File: src/rtl/neural_pkg.sv
// Shared types and constants for the layer engine: FSM encoding, activation
// mode values and the accumulator width rule.
package neural_pkg;

  typedef enum logic [2:0] {
    ST_IDLE,
    ST_FETCH,
    ST_MAC,
    ST_ACT,
    ST_DONE
  } state_t;

  localparam logic ACT_MODE_RELU   = 1'b0;
  localparam logic ACT_MODE_LINEAR = 1'b1;

  // Headroom of clog2(n) bits lets n full-scale products sum without overflow.
  function automatic int acc_width(input int data_w, input int weight_w, input int n);
    return data_w + weight_w + $clog2(n);
  endfunction

endpackage

File: src/rtl/neural_mac_unit.sv
// One neuron: signed multiply-accumulate plus the shift / ReLU / saturate
// activation applied to the running accumulator.
module neural_mac_unit
  import neural_pkg::*;
#(
  parameter int DATA_W    = 16,
  parameter int WEIGHT_W  = 8,
  parameter int FRAC_BITS = 4,
  parameter int ACC_W     = 26
) (
  input  logic                       clk,
  input  logic                       rst,
  input  logic                       clr,
  input  logic                       en,
  input  logic                       relu,
  input  logic signed [DATA_W-1:0]   x,
  input  logic signed [WEIGHT_W-1:0] w,
  output logic signed [DATA_W-1:0]   y
);

  localparam int PROD_W = DATA_W + WEIGHT_W;
  localparam logic signed [ACC_W-1:0] MAXV = {{(ACC_W-DATA_W+1){1'b0}}, {(DATA_W-1){1'b1}}};
  localparam logic signed [ACC_W-1:0] MINV = {{(ACC_W-DATA_W+1){1'b1}}, {(DATA_W-1){1'b0}}};

  logic signed [PROD_W-1:0] prod;
  logic signed [ACC_W-1:0]  acc;
  logic signed [ACC_W-1:0]  shifted;
  logic signed [ACC_W-1:0]  clipped;

  assign prod = x * w;

  always_ff @(posedge clk or posedge rst) begin
    if (rst)      acc <= '0;
    else if (clr) acc <= '0;
    else if (en)  acc <= acc + {{(ACC_W-PROD_W){prod[PROD_W-1]}}, prod};
  end

  // Arithmetic shift floors toward -inf, which is the intended rounding.
  assign shifted = acc >>> FRAC_BITS;

  always_comb begin
    clipped = shifted;
    if (relu && shifted < 0) clipped = '0;
    else if (shifted > MAXV) clipped = MAXV;
    else if (shifted < MINV) clipped = MINV;
  end

  assign y = clipped[DATA_W-1:0];

endmodule

File: src/rtl/neural_layer_engine.sv
// Multi-layer dense evaluator: NUM_UNITS neurons in parallel, one input per
// cycle streamed from an external weight ROM, results fed back as next inputs.
module neural_layer_engine
  import neural_pkg::*;
#(
  parameter int NUM_UNITS  = 4,
  parameter int NUM_LAYERS = 3,
  parameter int DATA_W     = 16,
  parameter int WEIGHT_W   = 8,
  parameter int FRAC_BITS  = 4
) (
  input  logic                                    clk,
  input  logic                                    reset,
  input  logic                                    start,
  input  logic                                    act_mode,
  input  logic                                    in_we,
  input  logic [$clog2(NUM_UNITS)-1:0]            in_addr,
  input  logic [DATA_W-1:0]                       in_data,
  output logic [$clog2(NUM_LAYERS*NUM_UNITS)-1:0] w_addr,
  input  logic [NUM_UNITS*WEIGHT_W-1:0]           w_data,
  output logic                                    busy,
  output logic                                    done,
  output logic [NUM_UNITS*DATA_W-1:0]             out_data
);

  localparam int ACC_W  = acc_width(DATA_W, WEIGHT_W, NUM_UNITS);
  localparam int IDX_W  = $clog2(NUM_UNITS);
  localparam int ADDR_W = $clog2(NUM_LAYERS*NUM_UNITS);
  localparam int LYR_W  = (NUM_LAYERS > 1) ? $clog2(NUM_LAYERS) : 1;

  localparam logic [IDX_W-1:0]  LAST_IDX   = IDX_W'(NUM_UNITS-1);
  localparam logic [LYR_W-1:0]  LAST_LAYER = LYR_W'(NUM_LAYERS-1);
  localparam logic [ADDR_W-1:0] UNITS_A    = ADDR_W'(NUM_UNITS);

  state_t                             state;
  logic [LYR_W-1:0]                   layer;
  logic [IDX_W-1:0]                   idx;
  logic                               mode_q;
  logic [NUM_UNITS-1:0][DATA_W-1:0]   data_q;
  logic [NUM_UNITS-1:0][DATA_W-1:0]   act_y;
  logic [ADDR_W-1:0]                  base_addr;
  logic                               acc_clr;
  logic                               acc_en;

  assign busy      = (state != ST_IDLE);
  assign base_addr = ADDR_W'(layer) * UNITS_A;
  assign acc_en    = (state == ST_MAC);
  assign acc_clr   = (state == ST_IDLE && start) || (state == ST_ACT && layer != LAST_LAYER);

  for (genvar u = 0; u < NUM_UNITS; u++) begin : g_unit
    neural_mac_unit #(
      .DATA_W   (DATA_W),
      .WEIGHT_W (WEIGHT_W),
      .FRAC_BITS(FRAC_BITS),
      .ACC_W    (ACC_W)
    ) u_mac (
      .clk (clk),
      .rst (reset),
      .clr (acc_clr),
      .en  (acc_en),
      .relu(mode_q == ACT_MODE_RELU),
      .x   (data_q[idx]),
      .w   (w_data[u*WEIGHT_W +: WEIGHT_W]),
      .y   (act_y[u])
    );
  end

  // w_addr is registered one step ahead of the index being accumulated,
  // since the ROM answers one cycle after the address.
  always_ff @(posedge clk or posedge reset) begin
    if (reset) begin
      state    <= ST_IDLE;
      layer    <= '0;
      idx      <= '0;
      mode_q   <= ACT_MODE_RELU;
      data_q   <= '0;
      w_addr   <= '0;
      done     <= 1'b0;
      out_data <= '0;
    end else begin
      case (state)
        ST_IDLE: begin
          w_addr <= '0;
          if (in_we) data_q[in_addr] <= in_data;
          if (start) begin
            state  <= ST_FETCH;
            layer  <= '0;
            idx    <= '0;
            mode_q <= act_mode;
          end
        end
        ST_FETCH: begin
          w_addr <= base_addr + ADDR_W'(1);
          state  <= ST_MAC;
        end
        ST_MAC: begin
          if (idx == LAST_IDX) begin
            idx    <= '0;
            w_addr <= '0;
            state  <= ST_ACT;
          end else begin
            idx    <= idx + IDX_W'(1);
            w_addr <= (idx < IDX_W'(NUM_UNITS-2)) ? base_addr + ADDR_W'(idx) + ADDR_W'(2) : '0;
          end
        end
        ST_ACT: begin
          data_q <= act_y;
          if (layer == LAST_LAYER) begin
            out_data <= act_y;
            done     <= 1'b1;
            w_addr   <= '0;
            state    <= ST_DONE;
          end else begin
            layer  <= layer + LYR_W'(1);
            w_addr <= base_addr + UNITS_A;
            state  <= ST_FETCH;
          end
        end
        ST_DONE: begin
          done   <= 1'b0;
          w_addr <= '0;
          state  <= ST_IDLE;
        end
        default: state <= ST_IDLE;
      endcase
    end
  end

endmodule

File: config.mk
export PLATFORM = sky130hd
export DESIGN_NAME = neural_layer_engine
export DESIGN_NICKNAME = d
export VERILOG_FILES = /design/src/rtl/neural_pkg.sv /design/src/rtl/neural_mac_unit.sv /design/src/rtl/neural_layer_engine.sv
export SDC_FILE = /design/constraint.sdc
export NUM_CORES = 2
export LEC_CHECK = 0
export ABC_AREA = 1
export CAP_MARGIN = 20
export CORE_MARGIN = 2
export CORE_UTILIZATION = 62
export CTS_BUF_LIST = sky130_fd_sc_hd__clkbuf_4
export DETAILED_ROUTE_END_ITERATION = 6
export MAX_ROUTING_LAYER = met4
export PLACE_DENSITY_LB_ADDON = 0.15
export SETUP_SLACK_MARGIN = 0.15
export SLEW_MARGIN = 20
export SYNTH_ARGS = -nofsm -noshare
export SYNTH_HDL_FRONTEND = slang
export SYNTH_SLANG_ARGS = --single-unit
File: constraint.sdc
create_clock -name clk -period 10.1 [get_ports clk]
set_clock_uncertainty 0.2 [all_clocks]
set_input_delay 1.01 -clock clk [delete_from_list [all_inputs] [get_ports clk]]
set_output_delay 1.01 -clock clk [all_outputs]
set_load 0.02 [all_outputs]
======== After elaboration in Yosys (flattened, before gate mapping) ========
Cells that the tools add are included.
storage, ports and cells
  register bits ........................... 245
  bits of input ports ..................... 55
  output and inout bits ................... 70
  word-level logic and storage cells ...... 123
operators by class
  add/sub/neg operators ................... 10
  multiply operators ...................... 4
  order comparisons ....................... 16
  eq/ne operators ......................... 12
  mux-type cells .......................... 42
  bitwise gates (word level) .............. 1
  reductions and logical operators ........ 23
operators with widths
  cell                  number
  $mux 16               14
  $mux 26               8
  $pmux 64 s2           1
  $add 26x26->26        4
  $mul 16x8->24         4
  $gt 22x16->1 const B  4
  $lt 22x1->1 const B   4
  $lt 22x16->1 const B  4
  $bwmux 64             1
  $mux 64               1
  $bmux 16 s2           1
  $demux 16 s2          1
  $pmux 4 s4            1
  $mux 4                3
  $pmux 3 s4            1
  $reduce_and 2->1      6
  $mux 3                3
  $ne 2x2->1 const B    4
  $pmux 2 s2            2
  $reduce_bool 2->1     4
  $logic_and 1x1->1     7
  $eq 3x2->1 const B    2
  $lt 2x3->1 const B    2
  $mux 2                3
  other kinds (20)      23

======== Logic depth before layout (Yosys ltp) ========
  depth in word-level cells ............... 7
  gate-level depth with buffers ........... 38
  gate-level depth less buffers ........... 37

======== Modules after synthesis ========
Synthesis repeated with hierarchy kept, for this count alone.
unflattened totals
  cell total of the unflattened synthesis .. 5294
  area, all modules ....................... 37159.4 um2
by module, submodules not included
  module                              times used  cells an instance  area each (um2)
  neural_mac_unit at g_unit[3].u_mac  1           1111               7663.6
  neural_mac_unit at g_unit[1].u_mac  1           1119               7568.5
  neural_mac_unit at g_unit[2].u_mac  1           1094               7467.2
  neural_mac_unit at g_unit[0].u_mac  1           1080               7390.8
  neural_layer_engine                 1           890                7069.3

======== Worst setup path before layout ========
OpenSTA, ideal clock, no wires.
  kind .................................... reg2reg
  from .................................... register idx[0]
  to ...................................... register g_unit[0].u_mac.acc[25]
  setup time .............................. 118 ps
  arrival time ............................ 6174 ps
  required time ........................... 9782 ps
  setup slack ............................. 3608 ps
  stages on the path, launching flop included .. 35
  path buffers ............................ 3
  path through ............................ dfrtp_1 -> buf_2 -> buf_2 -> o21ai_0 -> a21oi_1 -> a21oi_1 -> buf_2 -> nand2_1 -> fa_1 -> fa_1 -> inv_1 -> fa_1 -> inv_1 -> fa_1 -> inv_1 -> ha_1 -> a21oi_1 -> nand2_1 -> nand2_1 -> o211ai_1 -> nand2_1 -> nand2_1 -> a21oi_1 -> nor2_1 -> o21bai_1 -> nand2_1 -> ha_1 -> nand2_1 -> nor2_1 -> nand2_1 -> or2_2 -> nand3_1 -> nand3_1 -> nand3_1 -> nand2_1
between the ends
  word-level cells in the longest chain between the ends .. 6
RTL lines
  element                        RTL line                    text
  from (decl)                    neural_layer_engine.sv:37   logic [IDX_W-1:0] idx;
  from (signal assigned)         neural_layer_engine.sv:102  idx <= idx + IDX_W'(1);
  $bmux 16 s2                    neural_layer_engine.sv:62   .x (data_q[idx]),
  $mux 16 (not written as such)  neural_layer_engine.sv:62
  $mul 16x8->24                  neural_mac_unit.sv:30       assign prod = x * w;
  $add 26x26->26                 neural_mac_unit.sv:35       else if (en) acc <= acc + {{(ACC_W-PROD_W){prod[PROD_W-1]}}, prod};
  $mux 26                        neural_mac_unit.sv:35
  $mux 26                        neural_mac_unit.sv:34       else if (clr) acc <= '0;
  to (signal assigned)           neural_mac_unit.sv:35
  to (decl)                      neural_mac_unit.sv:26       logic signed [ACC_W-1:0] acc;
Every way passes these cells. The select of a mux whose other input is x is not followed.
A chain may end at the register's enable or synchronous reset.

======== Final worst setup path ========
  from .................................... register idx[1]
  to ...................................... register g_unit[2].u_mac.acc[24]
between the ends
  word-level cells in the longest chain between the ends .. 6
RTL lines
  element                        RTL line
  $bmux 16 s2                    neural_layer_engine.sv:62
  $mux 16 (not written as such)  neural_layer_engine.sv:62
  $mul 16x8->24                  neural_mac_unit.sv:30
  $add 26x26->26                 neural_mac_unit.sv:35
  $mux 26                        neural_mac_unit.sv:35
  $mux 26                        neural_mac_unit.sv:34
  to (signal assigned)           neural_mac_unit.sv:35
  to (decl)                      neural_mac_unit.sv:26
Every way passes these cells. The select of a mux whose other input is x is not followed.

==> run_results.csv <==
group,metric,value,unit
outcome,status,"finished clean",
critical_path,rr_startpoint,"idx[1]",
critical_path,worst-path-buf-inv,6,
floorplan,die_x,242,microns
critical_path,end_kind,"register",
clock_tree,clk_latency,0.79,ns
sta,drv_slew,0,
critical_path,startpoint,"idx[1]",
synth,synth.cell_area,35000,sq um
sta,setup_tns,0,ns
clock_tree,cts_buffers,66,
synth,synth_edf_count,0,
clock_tree,clk_path_buf_depth,3,
clock_tree,htreeDepth,3,
critical_path,cpPeakStageDelay,0.79,ns
critical_path,crit_required,10.51,ns
clock_tree,post_cts_buffers,0,
floorplan,io_pins,125,
worst_hold_path,hold_class,"register to register",
place,portBuffers,124,
floorplan,core,56100,sq um
routing,drc,0,
synth,synth-seq-cells,245,
critical_path,endpoint,"g_unit[2].u_mac.acc[24]",
place,hpwl,83200,microns
routing,vias,31800,
sta,post-route-period-util,80.9,%
synth,async_reset_ff_share,100,%
floorplan,die_area,58400,sq um
routing,dr.pass1.iters,7,
critical_path,rr_worst_depth,31,
sta,layout_setup_ws,1.93,ns
final_layout,drive_gt1_share,3.54,%
synth,syn_nets,5487,
critical_path,cp_num_cells,31,
floorplan,rows,87,
sta,relSlewSlack,26.9,%
critical_path,r2r_setup_slack,1.93,ns
synth,synthFlopType,"dfrtp_1",
sta,fmax,0.122,GHz
routing,wl,106000,microns
clock_tree,clkTransAtPathRegs,0.07,ns
routing,wl_per_cell,19.0,microns
sta,setup_viol,0,
synth,synth.distinct_cells,55,
sta,finalHoldViolCount,0,
global_route,grt_pass1_vias,31500,
place,dp_slack,2.12,ns
critical_path,cpMostUsedCell,"nand2_1",
synth,yosysSeqAreaShare,17.5,%
clock_tree,clock-sinks,245,
clock_tree,cts_tree,"done",
routing,postRouteAntennaNets,0,
global_route,antenna_found_initial,2,
synth,synth_warnings,0,
final_layout,n_fill_cell,5028,
critical_path,crit_path_max_fanout,28,
routing,first_iter_violations,2601,
clock_tree,post_cts_resized,0,
floorplan,start_util,62.4,%
clock_tree,cts_hold_buf,0,
floorplan,die-height,242,microns
critical_path,crit_type,"register to register",
critical_path,worstSetupStartpointType,"register",
sta,rsz0062_at_grt,"false",
synth,syn_avg_cell_area,7.40,sq um
clock_tree,cts-root-buf,"clkbuf_4",
routing,viasPerCell,5.69,
critical_path,r2r_end,"g_unit[2].u_mac.acc[24]",
critical_path,cpMaxStageDelayCell,"a32oi_2",
final_layout,fin_nets,5550,
place,gp_congestion,1.01,
global_route,grt_pass1_wl,168000,microns
critical_path,critPathTopFamily,"adder cells",
global_route,grt_overflow,0,
sta,fin_crit,8.17,ns
critical_path,crit_arrival,8.58,ns
global_route,grtUsageTotal,37.8,%
global_route,grt_max_degree,111,
synth,synth_cells,4731,
job,drv_cap,0,
final_layout,area_growth,7.14,%
sta,worst_pin_slew,1.09,ns
==> worst min-delay path by stage <==
stage | startpoint | cells after the start | slack [ns] | endpoint
global placement | out_data[41] | 2 | 0.27 | out_data[41]
CTS | out_data[42] | 2 | 0.29 | out_data[42]
global route | out_data[29] | 2 | 0.31 | out_data[29]
detailed placement | out_data[29] | 2 | 0.27 | out_data[29]
finish | out_data[29] | 2 | 0.28 | out_data[29]
floorplan | g_unit[3].u_mac.acc[3] | 2 | 0.26 | g_unit[3].u_mac.acc[3]
==> flip-flops by register name, summed over array words and instances (netlist names) <==
register and cells:
g_unit.u_mac.acc 104, done 1, w_addr 4, layer 2
state 3, mode_q 1, idx 2, out_data 64
data_q 64
==> synth_stat cells, types with 47 or more instances <==
cell      number  share of area (%)
inv_1        913                9.8
nand2_1      884                9.5
nor2_1       616                6.6
fa_1         416                 24
o21ai_0      308                4.4
a21oi_1      285                4.1
ha_1         285                 10
dfrtp_1      245                 18
nand3_1      155                2.2
clkbuf_1      85               0.91
o21bai_1      58                1.2
xor2_1        58                1.5
buf_2         49               0.70
o21ai_1       47               0.67
==> cells by family after synthesis <==
kind of cell / after synthesis / synth area share, %
flops: 245 / 17.5
fa+ha+maj: 701 / 34.0
simple gates: 1762 / 20.3
compound gates: 849 / 13.9
buf+inv: 1078 / 11.9
xor+xnor: 96 / 2.40
==> layer usage <==
metal  up-vias  wire length (microns)  GRT usage (%)
met5         -                      0              -
met4         0                   5910           17.6
met3       328                   7930           6.63
met2      1314                  50100           60.6
met1     15200                  42200           46.6
li1      15000                      -              -
==> placed cells by master, fill, tap and decap left out, types with 6 or more instances in the layout <==
cell type / n
or2_2: 6
o22ai_1: 39
nor2_1: 616
o21ai_1: 47
clkinv_1: 15
o221ai_1: 15
o21ai_0: 308
clkdlybuf4s50_1: 124
ha_1: 285
nand2_1: 884
o31ai_1: 13
inv_1: 912
fa_1: 416
nor4_1: 15
nand3_1: 154
xnor2_1: 38
nand4_1: 31
o21ai_2: 7
a211oi_1: 6
buf_4: 23
a21oi_1: 284
o211ai_1: 9
inv_2: 10
nor3_1: 26
nor2_4: 6
clkbuf_4: 87
xor2_1: 58
o21bai_1: 58
a21o_1: 16
dfrtp_1: 245
a31oi_1: 9
and2_1: 7
==> worst register-to-register path: cells and delay by family, from the launching register on <==
kind | cells | cell delay (ns)
xor+xnor | 1 | 0.17
buf+inv | 6 | 1.25
flops | 1 | 0.57
compound gates | 6 | 1.62
simple gates | 12 | 1.52
fa+ha+maj | 6 | 2.68
==> stage by stage <==
| step | hold slack (ns) | instance area, sq um | utilization [%] | instances |
|---|---|---|---|---|
| floorplan | 0.258 | 35000 | - | 4731 |
| global placement | 0.265 | 36700 | 65.5 | 5482 |
| detailed placement | 0.273 | 36700 | 65.5 | 5482 |
| CTS | 0.289 | 37500 | 66.9 | 5591 |
| global route | 0.310 | 37500 | 66.9 | 5593 |
| finish | 0.281 | 37500 | 66.9 | 5593 |
==> cell type report <==
cell class | count | area [sq um] | share of cell area (%)
clock buffer | 87 | 653 | 1.74
timing repair buffer | 148 | 1430 | 3.82
inverter | 925 | 3480 | 9.29
tap | 756 | 946 | 2.52
antenna | 2 | 5.00 | 0.0133
clock inverter | 22 | 133 | 0.354
multi-input combinational | 3408 | 24700 | 65.9
sequential | 245 | 6130 | 16.4
Power is not shown: default switching activity piles up to over one toggle a cycle in this logic, so the estimate is an artifact.
